### src/rtl/rotate_pkg.sv
// Shared types and codes for the rotator command sequencer: command opcodes,
// rotator enable codes, default word width and sequencer FSM states.
package rotate_pkg;

  localparam int DEFAULT_WIDTH = 100;

  typedef enum logic [1:0] {
    OP_NOP       = 2'd0,
    OP_LOAD      = 2'd1,
    OP_ROT_RIGHT = 2'd2,
    OP_ROT_LEFT  = 2'd3
  } rot_op_e;

  localparam logic [1:0] ENA_HOLD  = 2'b00;
  localparam logic [1:0] ENA_RIGHT = 2'b01;
  localparam logic [1:0] ENA_LEFT  = 2'b10;

  typedef enum logic [1:0] {
    ST_IDLE = 2'd0,
    ST_LOAD = 2'd1,
    ST_ROT  = 2'd2,
    ST_ACK  = 2'd3
  } seq_state_e;

  function automatic logic [1:0] flip_dir(input logic [1:0] dir);
    case (dir)
      ENA_RIGHT: flip_dir = ENA_LEFT;
      ENA_LEFT:  flip_dir = ENA_RIGHT;
      default:   flip_dir = ENA_HOLD;
    endcase
  endfunction

endpackage

### src/rtl/rot_amount_norm.sv
// Maps a rotate command to the cheaper direction and step count: the amount is
// folded modulo WIDTH, and anything past half a turn goes the other way.
module rot_amount_norm
  import rotate_pkg::*;
#(
  parameter int WIDTH = DEFAULT_WIDTH,
  parameter int AMT_W = 7
) (
  input  rot_op_e          op,
  input  logic [AMT_W-1:0] amt,
  output logic [1:0]       dir,
  output logic [AMT_W-1:0] steps
);

  localparam logic [AMT_W-1:0] WIDTH_A = AMT_W'(WIDTH);
  localparam logic [AMT_W-1:0] HALF_A  = AMT_W'(WIDTH / 2);

  logic [AMT_W-1:0] eff_s;
  logic [1:0]       req_dir_s;

  // Fold the amount once (2^AMT_W < 2*WIDTH) and pick the shorter direction.
  always_comb begin
    eff_s     = (amt >= WIDTH_A) ? (amt - WIDTH_A) : amt;
    req_dir_s = ENA_HOLD;
    dir       = ENA_HOLD;
    steps     = '0;
    case (op)
      OP_ROT_RIGHT: req_dir_s = ENA_RIGHT;
      OP_ROT_LEFT:  req_dir_s = ENA_LEFT;
      default:      req_dir_s = ENA_HOLD;
    endcase
    if (req_dir_s == ENA_HOLD) begin
      dir   = ENA_HOLD;
      steps = '0;
    end else if (eff_s > HALF_A) begin
      dir   = flip_dir(req_dir_s);
      steps = WIDTH_A - eff_s;
    end else begin
      dir   = req_dir_s;
      steps = eff_s;
    end
  end

endmodule

### src/rtl/rotate_cmd_seq.sv
// Command sequencer feeding the load/rotate register: expands LOAD and ROT
// commands into per-cycle load/ena/data drive and tracks where bit 0 went.
module rotate_cmd_seq
  import rotate_pkg::*;
#(
  parameter int WIDTH = DEFAULT_WIDTH,
  parameter int AMT_W = 7
) (
  input  logic                     clk,
  input  logic                     areset,
  input  logic                     cmd_valid,
  output logic                     cmd_ready,
  input  logic [1:0]               cmd_op,
  input  logic [AMT_W-1:0]         cmd_amt,
  input  logic [WIDTH-1:0]         cmd_data,
  input  logic                     abort,
  output logic                     load,
  output logic [1:0]               ena,
  output logic [WIDTH-1:0]         data,
  output logic                     done,
  output logic [$clog2(WIDTH)-1:0] rot_pos
);

  localparam int                POS_W   = $clog2(WIDTH);
  localparam logic [POS_W-1:0]  POS_MAX = POS_W'(WIDTH - 1);

  seq_state_e       state_r, state_s;
  logic [AMT_W-1:0] remain_r, remain_s;
  logic             load_s, done_s;
  logic [1:0]       ena_s;
  logic [WIDTH-1:0] data_s;
  logic [POS_W-1:0] rot_pos_s;
  rot_op_e          op_s;
  logic [1:0]       dir_s;
  logic [AMT_W-1:0] steps_s;
  logic             accept_s;

  assign op_s      = rot_op_e'(cmd_op);
  assign cmd_ready = (state_r == ST_IDLE) && !areset;
  assign accept_s  = cmd_valid && cmd_ready;

  rot_amount_norm #(
    .WIDTH (WIDTH),
    .AMT_W (AMT_W)
  ) u_norm (
    .op    (op_s),
    .amt   (cmd_amt),
    .dir   (dir_s),
    .steps (steps_s)
  );

  // Next state and next drive values; outputs describe the cycle being entered.
  always_comb begin
    state_s  = state_r;
    remain_s = remain_r;
    load_s   = 1'b0;
    ena_s    = ENA_HOLD;
    done_s   = 1'b0;
    data_s   = data;
    case (state_r)
      ST_IDLE: begin
        if (accept_s) begin
          case (op_s)
            OP_LOAD: begin
              state_s = ST_LOAD;
              load_s  = 1'b1;
              done_s  = 1'b1;
              data_s  = cmd_data;
            end
            OP_ROT_RIGHT, OP_ROT_LEFT: begin
              if (steps_s == '0) begin
                state_s = ST_ACK;
                done_s  = 1'b1;
              end else begin
                state_s  = ST_ROT;
                ena_s    = dir_s;
                remain_s = steps_s;
                done_s   = (steps_s == AMT_W'(1));
              end
            end
            default: state_s = ST_IDLE;
          endcase
        end else begin
          state_s = ST_IDLE;
        end
      end
      ST_LOAD, ST_ACK: state_s = ST_IDLE;
      ST_ROT: begin
        // The step on the bus at an abort edge still lands; nothing follows it.
        if (abort || (remain_r <= AMT_W'(1))) begin
          state_s  = ST_IDLE;
          remain_s = '0;
        end else begin
          ena_s    = ena;
          remain_s = remain_r - AMT_W'(1);
          done_s   = (remain_r == AMT_W'(2));
        end
      end
      default: state_s = ST_IDLE;
    endcase
  end

  // Bit-0 position follows what the rotator does with the current drive.
  always_comb begin
    if (load) begin
      rot_pos_s = '0;
    end else if (ena == ENA_RIGHT) begin
      rot_pos_s = (rot_pos == '0) ? POS_MAX : (rot_pos - POS_W'(1));
    end else if (ena == ENA_LEFT) begin
      rot_pos_s = (rot_pos == POS_MAX) ? '0 : (rot_pos + POS_W'(1));
    end else begin
      rot_pos_s = rot_pos;
    end
  end

  // State and registered rotator drive.
  always_ff @(posedge clk or posedge areset) begin
    if (areset) begin
      state_r  <= ST_IDLE;
      remain_r <= '0;
      load     <= 1'b0;
      ena      <= ENA_HOLD;
      data     <= '0;
      done     <= 1'b0;
      rot_pos  <= '0;
    end else begin
      state_r  <= state_s;
      remain_r <= remain_s;
      load     <= load_s;
      ena      <= ena_s;
      data     <= data_s;
      done     <= done_s;
      rot_pos  <= rot_pos_s;
    end
  end

endmodule

### config.mk
export PLATFORM = sky130hd
export DESIGN_NAME = rotate_cmd_seq
export DESIGN_NICKNAME = d
export VERILOG_FILES = /design/src/rtl/rotate_pkg.sv /design/src/rtl/rot_amount_norm.sv /design/src/rtl/rotate_cmd_seq.sv
export SDC_FILE = /design/constraint.sdc
export NUM_CORES = 1
export LEC_CHECK = 0
export ABC_AREA = 0
export CAP_MARGIN = 10
export CORE_UTILIZATION = 44
export CTS_CLUSTER_DIAMETER = 100
export DETAILED_ROUTE_END_ITERATION = 8
export PLACE_DENSITY = 0.89
export SYNTH_ARGS = -nofsm -noshare
export SYNTH_HDL_FRONTEND = slang
export SYNTH_SLANG_ARGS = --single-unit
export TNS_END_PERCENT = 50
### constraint.sdc
create_clock -name clk -period 5.6 [get_ports clk]
set_input_delay 1.68 -clock clk [delete_from_list [all_inputs] [get_ports clk]]
set_output_delay 1.68 -clock clk [all_outputs]
set_load 0.05 [all_outputs]
==> metrics.md <==
| Metric | Value |
|---|---|
| Synth cell types | `62` |
| Fraction of layout cells with a size suffix above 1 | `0.06050` |
| Most used flip-flop cell after synthesis | `dfrtp_1` |
| Sink Count | `120` |
| Minimum clock period | `around 5.0 ns` |
| Die W | `114.6 um` |
| Initial antenna violation count | `0` |
| # hold bufs at CTS | `0` |
| YS warnings | `0` |
| Final hold violations | `0` |
| Worst Tran Pin Value | `1.082 ns` |
| Critical path arrival | `3.34 ns` |
| EDFF count, synth | `0` |
| Pwr Total | `4.124 mW` |
| Status | `completed` |
| Int Pwr | `between 2 and 2.5 mW` |
| Post-CTS Setup Inserts | `0` |
| Leakage power | `4.038 nW` |
| DR WL/cell | `14.85 um` |
| Die height | `between 100 and 150 um` |
| Post-synthesis area per instance | `between 8 and 9 sq um` |
| Clock network fraction of total power | `0.272` |
| Clock latency on the worst-skew pair | `0.41 ns` |
| Final worst clock skew | `0.009336 ns` |
| Type of the worst setup path | `in -> out` |
| Core area | `about 12000 sq um` |
| CP Depth | `3` |
| Yosys reg bits | `120` |
| Worst-path cell chain | `clkdlybuf4s50_1 > nor3_1 > clkdlybuf4s50_1` |
| Critical Path RT | `3.92 ns` |
| FILL cells | `901` |
| Drt pass-1 iters | `4` |
| Row cnt | `40` |
| CP max stage delay | `approximately 0.88 ns` |
| CTS Buffer Depth | `2` |
| Largest net degree at the start of global routing | `103` |
| Layout Utilization | `0.7025` |
| Drt initial violations | `250` |
| CP max stage cell | `clkdlybuf4s50_1` |
| # resized after CTS | `0` |
| Slew headroom | `0.2785` |
| Post-Synthesis Cells | `roughly 650` |
| Critical path launch point type | `input pin` |
| Sw Share | `0.4068` |
| Initial Util | `0.4583` |
| Worst slack, placed | `roughly 0.58 ns` |
| First-pass GRT wire length | `roughly 24 mm` |
| Port Buffers | `224` |
| Critical path endpoint | `cmd_ready` |
| Routability cong. | `roughly 0.9` |
| Unrepaired setup endpoints after global routing | `no` |
| CP delay by family, top | `buffers and inverters` |
| Vias in the first global route | `slightly above 5000` |
| Post-synth ARST share | `1.000` |
| GR Util All Layers | `0.2409` |
| Die Area | `~13000 sq um` |
| Area grow syn2layout | `53.27%` |
| Crit path from | `areset` |
| VDD IR max | `between 0.3 and 0.4 mV` |
| Pwr/cell area | `just under 500 nW/um^2` |
| R2R depth | `6` |
| Worst Slack Setup Final | `0.5761 ns` |
| Reg2reg setup slack | `roughly 3.3 ns` |
| CP Capture Type | `output port` |
| Max_cap viols | `0` |
| Post-route ant nets | `0` |
| Total gr overflow | `0` |
| Sequential share of the synthesized area | `0.5387` |
| Max-slew violation count | `0` |
| Tcrit/Tclk final | `0.8971` |
| Post-DR vias/cell | `roughly 4.9` |
| Worst r2r dst | `data[7]` |
| Post-DP HPWL | `10.67 mm` |
| Worst reg2reg startpoint | `state_r[1]` |
| Routed via count | `5148` |
| Nets | `987` |
| Synth Net Count | `770` |
| FMAX | `199.1 MHz` |
| Hold slack final | `0.4704 ns` |
| Crit Path Max Fanout | `4` |
| CTS root buffer | `clkbuf_16` |
| Worst Hold Class | `reg -> reg` |
| Switch Pwr | `about 1.7 mW` |
| Inserted Clock Buffers | `17` |
| Antenna cell count | `0` |
| Worst Path Buf+Inv | `2` |
| Remaining DRCs | `0` |
| Flop pwr share | `0.307` |
| Routed wire length | `15.50 mm` |
| Total negative setup slack | `0 ns` |
| Final setup fails | `0` |
| Cell Area, Synth | `5574 sq um` |
| Logic pwr share | `0.421` |
| CP dominant cell by count | `clkdlybuf4s50_1` |
| Clk pin slew, worst setup/hold paths | `about 0.05 ns` |
| H-tree Lvls | `4` |
| TritonCTS clock tree | `built` |
| IO Pins | `225` |
==> synth_stat cells, types with 2 or more instances <==
master	number	area, sq um
nand2_1	317	1190
dfrtp_1	120	3003
clkbuf_1	26	97.59
nor2_1	22	82.58
inv_1	18	67.56
o21ai_0	14	70.07
nand3_1	10	50.05
ha_1	8	100.1
nor3_1	8	40.04
a21oi_1	7	35.03
o21ai_1	6	30.03
xnor2_1	6	52.55
a22oi_1	4	30.03
a311oi_1	4	35.03
a31oi_1	4	25.02
nand2b_1	4	25.02
nor2b_1	4	25.02
a211oi_1	3	22.52
buf_6	3	33.78
mux2i_1	3	30.03
nand3b_1	3	22.52
o21ai_2	3	26.28
o21bai_1	3	22.52
o31ai_1	3	22.52
a211o_1	2	17.52
mux2_4	2	30.03
nand2_2	2	12.51
nand4_1	2	12.51
o211ai_1	2	15.01
o21a_1	2	15.01
o22ai_1	2	12.51
or3_1	2	12.51
==> state kept, by name, summed over array words and instances (netlist names) <==
signal	cells
data	100
load	1
rot_pos	7
remain_r	7
done	1
state_r	2
ena	2
==> area by class of cell <==
| type | count | area, sq um | area share |
|---|---|---|---|
| multi-input cells | 481 | 2367 | 0.2771 |
| clock buffers | 21 | 460.4 | 0.05390 |
| well taps | 168 | 210.2 | 0.02460 |
| repair buffers | 228 | 2285 | 0.2674 |
| flip-flops and latches | 120 | 3003 | 0.3515 |
| clock inverters | 8 | 147.6 | 0.01728 |
| inverters | 18 | 70.07 | 0.008202 |
==> cells in the final DEF (no fill, tap or decap), types with 4 or more instances in the layout <==
master	count
ha_1	8
clkdlybuf4s50_1	224
bufinv_16	4
nor2_1	22
o21ai_0	14
dfrtp_1	120
a311oi_1	4
clkbuf_16	17
xnor2_1	6
a21oi_1	7
nand2b_1	4
nand2_1	317
o21ai_1	6
nor2b_1	4
nand3_1	10
a31oi_1	4
nor3_1	8
a22oi_1	4
inv_1	16
==> worst min-delay path by stage <==
stage,from,end,slack (ns),cells past startpoint
4_1_cts,data[76],data[76],0.47,2
2_1_floorplan,remain_r[6],remain_r[6],0.45,1
3_5_place_dp,data[86],data[86],0.46,2
6_report,data[14],data[14],0.47,2
3_3_place_gp,data[22],data[22],0.46,2
5_1_grt,data[65],data[65],0.49,2
==> worst reg2reg max path, cell delays in order (launching register included) <==
cell and delay [ns]:
dfrtp_1 0.40, nor3_1 0.37, nand4_1 0.23, inv_2 0.65
buf_12 0.33, nand2_1 0.14, nand2_1 0.08
==> power by group through the flow <==
stage          Clock, mW  Combinational (mW)  Sequential, mW
2_1_floorplan          0               0.399            1.98
3_3_place_gp           0                1.71            1.26
3_5_place_dp           0                1.73            1.27
4_1_cts             1.14                1.75            1.27
5_1_grt             1.18                1.84            1.30
6_report            1.12                1.74            1.27
==> kinds of logic after synthesis <==
group / count (synthesis) / synth area share
muxes: 6 / 0.01324
AOI/OAI and AO/OA: 79 / 0.1071
and+or+nand+nor: 382 / 0.2770
adders and majority gates: 8 / 0.01796
DFF: 120 / 0.5387
xor gates and xnor gates: 6 / 0.009428
buffers and inverters: 48 / 0.03659
==> per-stage QoR <==
| stage | std cells | cell area (sq um) |
|---|---|---|
| floorplan | 649 | 5574 |
| global placement | 1015 | 7935 |
| detailed placement | 1015 | 7935 |
| CTS | 1044 | 8543 |
| global route | 1044 | 8543 |
| finish | 1044 | 8543 |
==> layer usage <==
metal	GRT usage	wire length [um]	vias up	share of wire
met5	0	0	-	0
met1	0.2849	6251	2387	0.40
li1	-	-	2548	-
met2	0.4032	7725	187	0.50
met3	0.07147	1138	26	0.073
met4	0.1134	387	0	0.025
(Power assumes the default switching activity.)
==> edit: new RTL, same settings <==
The package constant `DEFAULT_WIDTH` goes from 100 to 150.
--- a/src/rtl/rotate_pkg.sv
+++ b/src/rtl/rotate_pkg.sv
@@ -2,7 +2,7 @@
 // rotator enable codes, default word width and sequencer FSM states.
 package rotate_pkg;
 
-  localparam int DEFAULT_WIDTH = 100;
+  localparam int DEFAULT_WIDTH = 150;
 
   typedef enum logic [1:0] {
     OP_NOP       = 2'd0,
Ports: changed (resized cmd_data, data and rot_pos); port bits go from 225 to 326. No check against the original RTL was run, so the function may have changed too.
==> edit against the original RTL <==
  * Routed wire length grew 45%
  * Utilization shrank 0.84 points
  * Sequential cell count grew 51
  * Synthesized area grew 36%
  * Sequential power grew 39%
  * Sequential share of layout area grew 1.8 points
  * Total power grew 33%
  * Worst setup slack gained 0.065 ns
  * Final area grew 36%
  * Clock skew is essentially flat
  * Synthesized cell count grew 35%
  * Critical endpoint unchanged
==> edit: results (changes against the original RTL) <==
Synthesis:
- The number of distinct library cells after synthesis was 68 (+9.7%).
- The number of nets in the synthesized netlist is 1048 (+36%).
- The proportion of synthesized chip area in sequential cells is 56.57% (+2.7 points).
- The commonest cells after synthesis are 473 x sky130_fd_sc_hd__nand2_1, 171 x sky130_fd_sc_hd__dfrtp_1, 37 x sky130_fd_sc_hd__clkbuf_1.
- Sorting the synthesized cells by area gives the leading types as sky130_fd_sc_hd__dfrtp_1 57%, sky130_fd_sc_hd__nand2_1 23%, sky130_fd_sc_hd__clkbuf_1 1.8%, sky130_fd_sc_hd__ha_1 1.7%, sky130_fd_sc_hd__nor2_1 1.0%.
- The number of instances in the synthesized netlist is 875 (+35%).

Placed design:
- The weighted congestion at the end of routability-driven global placement came to 0.8706 (-3.7%).
- The area of placed instances is 10970 µm² (+38%).
- The count of port buffers added during placement is 325 (+45%).
- The estimated wirelength of the detail-placed design is 15.54 mm (+46%).

Power and ir drop:
- The static leakage power came to 5.501 nW (+36%).
- The maximum vdd drop is 0.3107 mV (-19%).
- The reported net switching power came to 2.370 mW (+41%).

Routing:
- The detailed-routing iteration count for the pre-antenna-repair pass came to 5 (+1).
- The routed wire length is 22.52 mm (+45%).
- The count of routing violations after the opening detailed-route iteration is 425 (+70%).
- The ratio of routed vias to standard cells was 5.080 (+3.0%).

Finish:
- The layout cell share with drive strength beyond 1 is 4.111% (-1.9 points).
- The count of fill cells added during filler insertion is 1259 (+40%).
- The final instance count without filler cells came to 1412 (+35%).
- In the final layout, the registers with the most flip-flops are data (150), rot_pos (8), remain_r (7).

Timing:
- The setup skew after layout is 0.009797 ns (+0.0004619 ns).
- The pin slew with the least headroom to its limit came to 1.114 ns (+0.03205 ns).

Global routing:
- The met1 usage is 29.37% (+0.88 points).
- The met2 layer usage reported by global route is 44.56% (+4.2 points).
- The met3 global-route usage came to 7.534% (+0.39 points).
- The overall track demand over capacity in global routing was 25.63% (+1.5 points).
- The first-pass GRT wire length came to 35.96 mm (+48%).
- The maximum number of pins on one net before global-route repair is 172 (+67%).
- The via count of the first global-routing pass came to 7187 (+43%).

Critical path:
- The data arrival at the endpoint of the critical path is 3.28 ns (-0.06 ns).
- The largest stage delay on the critical path is 0.86 ns (-0.02 ns).
- The maximum fanout along the worst path is 3 (-1).

Clock network:
- The number of H-tree branching levels was 4 (unchanged).

Status:
- The run finished with clean final reports.
[edit: power by group through the flow]
stage,sequential [mW],clock (mW),combinational [mW]
final,1.77,1.25,2.45
after global routing,1.81,1.32,2.58
after CTS,1.77,1.28,2.46
after detailed placement,1.79,0,2.45
after global placement,1.77,0,2.41
after floorplan,2.80,0,0.514
[edit: worst paths after layout]
check / start / endpoint / slack [ns] / cells after the start
max: areset / cmd_ready / 0.64 / 3
min: data[92] / data[92] / 0.47 / 2
max reg2reg: rot_pos[0] / rot_pos[3] / 3.29 / 7
min reg2reg: data[92] / data[92] / 0.47 / 2
max in group asynchronous: areset / data[123] / 2.94 / 3
min in group asynchronous: areset / done / 1.84 / 3
[edit: cells by family (layout without fill, tap and decap cells)]
logic type / after synthesis / after routing / synth area share (%)
xor gates and xnor gates: 8 / 8 / 0.9263
adders and majority gates: 10 / 10 / 1.654
DFF: 171 / 171 / 56.57
and+or+nand+nor: 541 / 541 / 28.66
AOI/OAI and AO/OA: 87 / 87 / 8.370
buffers and inverters: 53 / 370 / 3.060
muxes: 5 / 5 / 0.7608
[edit: final cells by class]
| type | count | area (µm²) | area share, % |
|---|---|---|---|
| flip-flops and latches | 171 | 4279 | 36.92 |
| inverters | 10 | 43.79 | 0.3778 |
| multi-input cells | 651 | 3054 | 26.35 |
| clock inverters | 13 | 182.7 | 1.576 |
| repair buffers | 328 | 3313 | 28.58 |
| clock buffers | 19 | 442.9 | 3.821 |
| well taps | 220 | 275.3 | 2.375 |
[edit: worst min-delay path, cell delays in order (launching register included)]
cell and delay (ns):
sky130_fd_sc_hd__dfrtp_1 0.34, sky130_fd_sc_hd__nand2_1 0.05, sky130_fd_sc_hd__nand2_1 0.06
[edit: metal layers]
layer	share of wire (%)	wire [µm]
met4	3.3	733
met2	50	11200
met3	7.9	1784
met1	39	8807
met5	0	0
[edit: metrics by stage]
| step | util, % | hold WS [ns] | setup WS (ns) | power (mW) |
|---|---|---|---|---|
| after floorplan | - | 0.4740 | 1.099 | 3.318 |
| after global placement | 65.66 | 0.4558 | 0.6351 | 4.184 |
| after detailed placement | 65.66 | 0.4607 | 0.4967 | 4.236 |
| after CTS | 69.40 | 0.4779 | 0.6441 | 5.509 |
| after global routing | 69.40 | 0.4964 | 0.6010 | 5.715 |
| final | 69.40 | 0.4715 | 0.6409 | 5.475 |
